[config.mk]
export PLATFORM = sky130hd
export DESIGN_NAME = keypad_loader
export DESIGN_NICKNAME = d
export VERILOG_FILES = /design/src/rtl/keypad_loader.sv
export SDC_FILE = /design/constraint.sdc
export NUM_CORES = 1
export LEC_CHECK = 0
export CAP_MARGIN = 20
export CORE_MARGIN = 4
export CORE_UTILIZATION = 55
export CTS_CLUSTER_SIZE = 10
export DETAILED_ROUTE_END_ITERATION = 6
export HOLD_SLACK_MARGIN = 0.03
export MAX_ROUTING_LAYER = met4
export PLACE_DENSITY = 0.78
export SETUP_SLACK_MARGIN = 0.2
export SLEW_MARGIN = 20
export SYNTH_ARGS = -nofsm -noshare
export SYNTH_HDL_FRONTEND = slang
export SYNTH_SLANG_ARGS = --single-unit
[constraint.sdc]
create_clock -name clk -period 2.2 [get_ports clk]
set_input_delay 0.33 -clock clk [delete_from_list [all_inputs] [get_ports clk]]
set_output_delay 0.33 -clock clk [all_outputs]
set_load 0.01 [all_outputs]
[src/rtl/keypad_loader.sv]
// Keypad digit loader: synchronizes and debounces a 10-key pad, then strobes each accepted digit into a BCD timer.
// Optional macro KEYPAD_DIGIT_LIMIT_EN caps entry at three digits and raises full.
module keypad_loader #(
  parameter int unsigned DEBOUNCE_CYCLES = 4
) (
  input  logic       clk,
  input  logic       clear,
  input  logic [9:0] keys,
  input  logic       enable,
  input  logic       restart,
  output logic [3:0] bcd_output,
  output logic       loadn,
  output logic [1:0] digit_count,
  output logic       full
);

  typedef enum logic [1:0] {IDLE, DEBOUNCE, LOAD, WAIT_RELEASE} state_t;

  localparam logic [7:0] DB_LIMIT = 8'(DEBOUNCE_CYCLES);

  state_t     state_q, state_d;
  logic [9:0] sync1_q, sync1_d;
  logic [9:0] sync_keys_q, sync_keys_d;
  logic [9:0] cap_q, cap_d;
  logic [7:0] cnt_q, cnt_d;
  logic [3:0] bcd_q, bcd_d;
  logic       loadn_q, loadn_d;
  logic [1:0] count_q, count_d;
  logic       entry_full;

  function automatic logic is_one_hot(input logic [9:0] k);
    is_one_hot = (k != 10'd0) && ((k & (k - 10'd1)) == 10'd0);
  endfunction

  function automatic logic [3:0] key_index(input logic [9:0] k);
    key_index = 4'd0;
    for (int i = 0; i < 10; i++) begin
      if (k[i]) key_index = 4'(i);
    end
  endfunction

  always_comb begin
    sync1_d     = keys;
    sync_keys_d = sync1_q;
  end

  // State register and datapath flops.
  always_ff @(posedge clk) begin
    // NOTE: sequential state uses non-blocking assignments so every flop samples pre-edge values.
    if (clear) begin
      state_q     <= IDLE;
      sync1_q     <= '0;
      sync_keys_q <= '0;
      cap_q       <= '0;
      cnt_q       <= '0;
      bcd_q       <= '0;
      loadn_q     <= 1'b1;
      count_q     <= '0;
    end else begin
      state_q     <= state_d;
      sync1_q     <= sync1_d;
      sync_keys_q <= sync_keys_d;
      cap_q       <= cap_d;
      cnt_q       <= cnt_d;
      bcd_q       <= bcd_d;
      loadn_q     <= loadn_d;
      count_q     <= count_d;
    end
  end

  // Next-state logic; the stable counter serves both press and release debouncing.
  always_comb begin
    // NOTE: defaults first so no path leaves a variable unassigned, which would infer a latch.
    state_d = state_q;
    cap_d   = cap_q;
    cnt_d   = cnt_q;
    unique case (state_q)
      IDLE: begin
        if (enable && !entry_full && is_one_hot(sync_keys_q)) begin
          state_d = DEBOUNCE;
          cap_d   = sync_keys_q;
          cnt_d   = '0;
        end else if (sync_keys_q != 10'd0) begin
          state_d = WAIT_RELEASE;
          cnt_d   = '0;
        end
      end
      DEBOUNCE: begin
        if (!enable) begin
          state_d = WAIT_RELEASE;
          cnt_d   = '0;
        end else if (sync_keys_q != cap_q) begin
          state_d = IDLE;
          cnt_d   = '0;
        end else begin
          cnt_d = cnt_q + 8'd1;
          if (cnt_d == DB_LIMIT) begin
            state_d = LOAD;
            cnt_d   = '0;
          end
        end
      end
      LOAD: begin
        state_d = WAIT_RELEASE;
        cnt_d   = '0;
      end
      WAIT_RELEASE: begin
        if (sync_keys_q == 10'd0) begin
          cnt_d = cnt_q + 8'd1;
          if (cnt_d == DB_LIMIT) begin
            state_d = IDLE;
            cnt_d   = '0;
          end
        end else begin
          cnt_d = '0;
        end
      end
      default: state_d = IDLE;
    endcase
  end

  // Outputs are registered from the next state so loadn is glitch-free and aligned with LOAD.
  always_comb begin
    loadn_d = (state_d != LOAD);
    bcd_d   = bcd_q;
    count_d = count_q;
    if (state_q == DEBOUNCE && state_d == LOAD) bcd_d = key_index(cap_q);
    if (restart) count_d = 2'd0;
    else if (state_q == LOAD) count_d = count_q + 2'd1;
  end

`ifdef KEYPAD_DIGIT_LIMIT_EN
  logic full_q, full_d;

  always_comb full_d = (count_d == 2'd3);

  always_ff @(posedge clk) begin
    if (clear) full_q <= 1'b0;
    else       full_q <= full_d;
  end

  assign entry_full = full_q;
  assign full       = full_q;
`else
  assign entry_full = 1'b0;
  assign full       = 1'b0;
`endif

  assign bcd_output  = bcd_q;
  assign loadn       = loadn_q;
  assign digit_count = count_q;

endmodule

==> metrics, run 1 <==
Setup violations, final 0; Die Span Y 69.2 µm; WP depth 6; critical path's top delay family simple AND/OR/NAND/NOR gates; Fillers 249; period utilisation layout 92.1%; HP Start sync1_q[7]; Worst VDD drop 0.508 mV; clock sinks 47; reg-to-reg critical path endpoint loadn; CTS Hold Buffers Added 0; # port buffers 20; worst reg-to-reg setup slack 170 ps; DR vias/cell 5.40; Vias 1637; required time worst endpoint 2440 ps; crit start category flop; Slowest-stage cell, CP or4_4; DRC 0; leakage power 0.00111 µW; final setup margin 175 ps; CP cell instances or4_4 -> a2bb2oi_2 -> or4_1 -> o311a_1 -> o21ai_2 -> a221o_1; clock slew at reported path FFs 90 ps; minimum clock period 2030 ps; Antenna diodes 0; # Max-Cap Violations 0; CP max FO 3; I/O pin cnt 22; kind of critical path flop to flop; clk_skew 8.69 ps; syn nets 238; most frequent cells in the layout dfxtp_1 (38), nor2_1 (32), nor2b_1 (20), clkdlybuf4s50_1 (20), xor2_1 (15); initial antenna violation count 0; core area 0.00347 mm²; outcome finished clean; DP HPWL 2810 µm; Slew Viols, Final 0; Worst path max stage delay 550 ps; TritonCTS clock tree built; P&R area growth vs syn 26.9%; Num CTS Buffers 5; ANT nets after route 0; row cnt 21; Hold Path Cell Cnt 1; FMAX 494 MHz; YS warnings 0; Mean Syn Cell Area 9.22 µm²; R2R depth 6; clk_lat worst skew 300 ps; vias in the first global route 1537; asr flop ratio synth 0%; GRT Total Usage 17.8%; largest net degree at the start of global routing 31; pre-CTS setup slack 100 ps; DR WL/cell 14.1 µm; Hold Fails Final Rpt 0; die footprint 0.00478 mm²; Post-synth top flop dfxtp_1; post-synthesis sequential element count 47; grt total ovfl 0; nets@finish 271; initial detailed-routing violation count 129; first-pass GRT wire length 6840 µm; layout cells sized above 1 19.5%; Cells after Synth 223; Die W 69.2 µm; post-synthesis cell area 0.00206 mm²; Reg2Reg Launch Point sync_keys_q[4]; CTS max path bufs 2; HP Class flop to flop; H-tree depth 2; Post-synth EDFFs 0; Worst EP arrival 2270 ps; CTS Root Cell clkbuf_8; commonest non-fill, non-tap cell in the layout dfxtp_1; RSZ-0062 raised after global routing yes; Worst Path Buf+Inv 0; crit end category flop; Seq/Total Area, Yosys 45.7%; Hold EP sync_keys_q[7]; synth unique cells 46; setup_tns 0 ps; first-pass iteration count of the detailed router 4; initial core utilization 59.3%; GPL Wtd Cong 0.852; cell area power density 685 mW/mm²; final WL 4280 µm
==> kinds of logic (layout without fill, tap and decap cells) <==
family	after synthesis	after routing	share of synthesized area, %
compound gates	28	28	8.94
mux	14	14	6.81
buf+inv	13	47	2.74
other cells	1	1	0.182
fa+ha+maj	2	2	1.09
flops	47	47	45.7
xor+xnor	18	18	7.66
simple gates	100	100	26.8
==> worst reg2reg max path, stage by stage (launching register included) <==
cell	delay (ps)
dfxtp_4	370
or4_4	550
a2bb2oi_2	150
or4_1	470
o311a_1	130
o21ai_2	130
a221o_1	150
==> Yosys cell counts (2+ instances only) <==
cell       number  share of area, %
xnor2_1         3               1.3
o31ai_1         2              0.73
nor3_1          9               2.2
a2bb2oi_1       2              0.85
and4_1          2              0.85
or3_1           2              0.61
nand2_1         8               1.5
or4_1           2              0.73
nand3_1         5               1.2
nand2b_1        2              0.61
nor2_1         32               5.8
inv_1           3              0.55
dfxtp_1        47                46
clkbuf_1        6               1.1
nor4_2          2               1.2
nand4_1         6               1.8
a21oi_1        10               2.4
mux2i_1        14               6.8
o21ai_0         3              0.73
nor4_1          2              0.61
nor2b_1        20               6.1
buf_2           3              0.73
xor2_1         15               6.4
==> per-layer routing <==
metal,up-vias,track usage [%],part of all wire (%),wire (µm)
met5,-,-,0,0
met4,0,5.42,1.3,55
met3,8,3.92,2.8,120
met2,25,27.0,47,2000
met1,772,23.8,49,2100
li1,832,-,-,-
==> cell type report <==
type	count	area, µm²	area share, %
Clock buffer	5	68.8	2.64
Timing Repair Buffer	36	340	13.0
Sequential cell	47	957	36.7
Clock inverter	3	47.5	1.82
Inverter	3	11.3	0.431
Multi-Input combinational cell	163	1130	43.2
Tap cell	46	57.6	2.21
==> through the flow <==
stage | hold slack (ps) | util (%) | instance area [µm²] | power [µW] | std cells
floorplan | 407 | - | 2060 | 1060 | 223
global placement | 422 | 67.8 | 2350 | 1140 | 290
detailed placement | 422 | 67.8 | 2350 | 1140 | 290
CTS | 444 | 71.8 | 2490 | 1770 | 298
global route | 451 | 75.3 | 2610 | 1860 | 303
finish | 441 | 75.3 | 2610 | 1790 | 303
==> where the power goes <==
group / switching (µW) / total [µW] / internal [µW]
Clock: 291 / 635 / 344
Combinational: 116 / 242 / 126
Sequential: 33.2 / 911 / 878
==> worst max-delay path by stage <==
stage,startpoint,end,slack [ps]
floorplan,sync_keys_q[4],state_q[1],240
global placement,sync_keys_q[5],bcd_output[0],160
detailed placement,sync_keys_q[5],bcd_output[0],100
CTS,sync_keys_q[4],loadn,180
global route,sync_keys_q[4],loadn,80
finish,sync_keys_q[4],loadn,170
==> registers in the layout (all words and copies together), names as in the netlist <==
signal	cells
digit_count	2
bcd_output	4
loadn	1
sync_keys_q	10
cnt_q	8
sync1_q	10
state_q	2
cap_q	10
==> repair_timing <==
item,in CTS,in global routing
setup buffers,0,4
resized for setup,7,20
pin swaps,4,5
cloned,0,1
setup endpoints to repair,6,23
Note: power is estimated with default switching activity, not from simulation.
==> run 2: changes to the inputs <==
--- a/config.mk
+++ b/config.mk
@@ -5,9 +5,9 @@
 export SDC_FILE = /design/constraint.sdc
 export NUM_CORES = 1
 export LEC_CHECK = 0
-export CAP_MARGIN = 20
 export CORE_MARGIN = 4
 export CORE_UTILIZATION = 55
+export CTS_BUF_LIST = sky130_fd_sc_hd__clkbuf_2 sky130_fd_sc_hd__clkbuf_4 sky130_fd_sc_hd__clkbuf_8
 export CTS_CLUSTER_SIZE = 10
 export DETAILED_ROUTE_END_ITERATION = 6
 export HOLD_SLACK_MARGIN = 0.03
==> results of run 2 <==
Same layout as run 1: the final DEF is identical, and so are final timing and power.
==> run 3: changes to the inputs <==
--- a/config.mk
+++ b/config.mk
@@ -12,7 +12,7 @@
 export DETAILED_ROUTE_END_ITERATION = 6
 export HOLD_SLACK_MARGIN = 0.03
 export MAX_ROUTING_LAYER = met4
-export PLACE_DENSITY = 0.78
+export PLACE_DENSITY = 0.89
 export SETUP_SLACK_MARGIN = 0.2
 export SLEW_MARGIN = 20
 export SYNTH_ARGS = -nofsm -noshare
==> run 3 against run 2 <==
- count of clock-buffer cells in the layout grew 1
- wire length increased by 5.0%
- clock skew fell by 4.4 ps
- fmax fell by 1.4%
- critical path type unchanged
- largest power group unchanged
==> metrics, run 3 (synthesis gave the netlist of run 1 again) <==
outcome finished clean; TritonCTS clock tree built; # Max-Cap Violations 0 (unchanged); required time worst endpoint 2400 ps (-40 ps); CTS Root Cell clkbuf_8; Hold Fails Final Rpt 0 (unchanged); CTS Hold Buffers Added 0 (unchanged); gr busiest metal met2; Worst EP arrival 2250 ps (-20 ps); period utilisation layout 93.4% (+1.3 points); cell area power density 664 mW/mm² (-3.1%); R2R depth 7 (+1); final WL 4490 µm (+5.0%); grt total ovfl 0 (unchanged); Reg2Reg Launch Point sync_keys_q[4]; ANT nets after route 0 (unchanged); clock slew at reported path FFs 80 ps (about the same); Setup violations, final 0 (unchanged); CTS max path bufs 2 (unchanged); Hold Path Cell Cnt 1 (unchanged); vias in the first global route 1666 (+8.4%); pre-CTS setup slack 84.0 ps (-16.1 ps); core area 0.00347 mm² (unchanged); nets@finish 268 (-1.1%); Die W 69.2 µm (unchanged); reg-to-reg critical path endpoint cap_q[3]; DP HPWL 2960 µm (+5.3%); RSZ-0062 raised after global routing yes; kind of critical path flop to flop; Fillers 237 (-4.8%); Die Span Y 69.2 µm (unchanged); FMAX 487 MHz (-1.4%); layout cells sized above 1 17.7% (-1.7 points); final setup margin 146 ps (-28.5 ps); DR vias/cell 5.67 (+4.9%); first-pass iteration count of the detailed router 4 (unchanged); Antenna diodes 0 (unchanged); I/O pin cnt 22 (unchanged); HP Start sync1_q[7]; crit end category flop; largest net degree at the start of global routing 28 (-9.7%); minimum clock period 2050 ps (+28.5 ps); largest registers cap_q x10, sync1_q x10, sync_keys_q x10; HP Class flop to flop; clk_skew 4.25 ps (-4.44 ps); CP max FO 6 (+3); Multi-input gate area 0.00111 mm² (-1.6%); Util after Layout 72.9% (-2.3 points); worst reg-to-reg setup slack 150 ps (-30 ps); leakage power 0.00107 µW (-3.9%); Worst VDD drop 0.710 mV (+40%); clk_lat worst skew 310 ps (about the same); M3 GR Usage 5.96% (+2.0 points); WHS 439 ps (-2.52 ps); initial detailed-routing violation count 79 (-39%); initial core utilization 59.3% (unchanged); DRC 0 (unchanged); Slew Viols, Final 0 (unchanged); die footprint 0.00478 mm² (unchanged); P&R area growth vs syn 23.0%; most frequent cells in the layout dfxtp_1 (38), nor2_1 (32), nor2b_1 (20), clkdlybuf4s50_1 (20), xor2_1 (15); Vias 1700 (+3.8%); initial antenna violation count 0 (unchanged); GPL Wtd Cong 0.861 (+1.0%); crit start category flop; H-tree depth 2 (unchanged); GR Util met1 19.2% (-4.6 points); sequential cell area 957 µm² (unchanged); commonest non-fill, non-tap cell in the layout dfxtp_1; Num CTS Buffers 5 (unchanged); # port buffers 20 (unchanged); setup_tns 0 ps (unchanged); clock sinks 47 (unchanged); first-pass GRT wire length 7160 µm (+4.7%); DR WL/cell 15.0 µm (+6.1%); row cnt 21 (unchanged); M2 GR Usage 32.6% (+5.6 points); PnR Total Power 1680 µW (-6.1%); Hold EP sync_keys_q[7]; GRT Total Usage 18.8% (+1.0 points)
[run 3: cell type report]
| cell class | count | share of cell area, % |
|---|---|---|
| Clock inverter | 2 | 0.643 |
| Clock buffer | 6 | 3.02 |
| Sequential cell | 47 | 37.8 |
| Timing Repair Buffer | 33 | 11.9 |
| Tap cell | 46 | 2.27 |
| Inverter | 3 | 0.445 |
| Multi-Input combinational cell | 163 | 43.9 |
[run 3: power by group]
part	switching (µW)	internal, µW	leakage, µW
Clock	291	240	0.0000452
Combinational	116	121	0.000632
Sequential	33.4	878	0.000388
Total	440	1240	0.00107
[run 3: worst max-delay path, stage by stage (launching register included)]
cell	delay, ps
dfxtp_4	380
or4_4	540
o31ai_1	210
a21boi_1	130
o21ai_2	200
buf_6	170
mux2i_2	240
nor2_1	70
[run 3: worst max-delay path by stage]
stage,startpoint,cells after the start,end,slack (ps)
4_1_cts,sync_keys_q[4],7,cap_q[3],190
5_1_grt,sync_keys_q[4],7,cap_q[3],70
3_5_place_dp,sync_keys_q[1],6,bcd_output[0],80
2_1_floorplan,sync_keys_q[4],6,state_q[1],240
6_report,sync_keys_q[4],7,cap_q[3],150
3_3_place_gp,sync_keys_q[5],6,bcd_output[0],160
[run 3: metal layers]
| metal | wire length, µm | share of wire (%) | vias up |
|---|---|---|---|
| li1 | - | - | 831 |
| met1 | 1830 | 41 | 794 |
| met2 | 2280 | 51 | 50 |
| met3 | 196 | 4.4 | 25 |
| met4 | 189 | 4.2 | 0 |
| met5 | 0 | 0 | - |
[run 3: metrics by stage]
step	cell area [µm²]	std cells
2_1_floorplan	2060	223
3_3_place_gp	2340	289
3_5_place_dp	2340	289
4_1_cts	2490	300
5_1_grt	2530	300
6_report	2530	300
[run 3: repair_timing]
| item | in CTS | in global routing |
|---|---|---|
| gates resized for setup | 13 | 10 |
| pin swaps | 7 | 2 |
| buffers inserted | 2 | 0 |
| cloned | 1 | 0 |
| setup endpoints to repair | 10 | 16 |
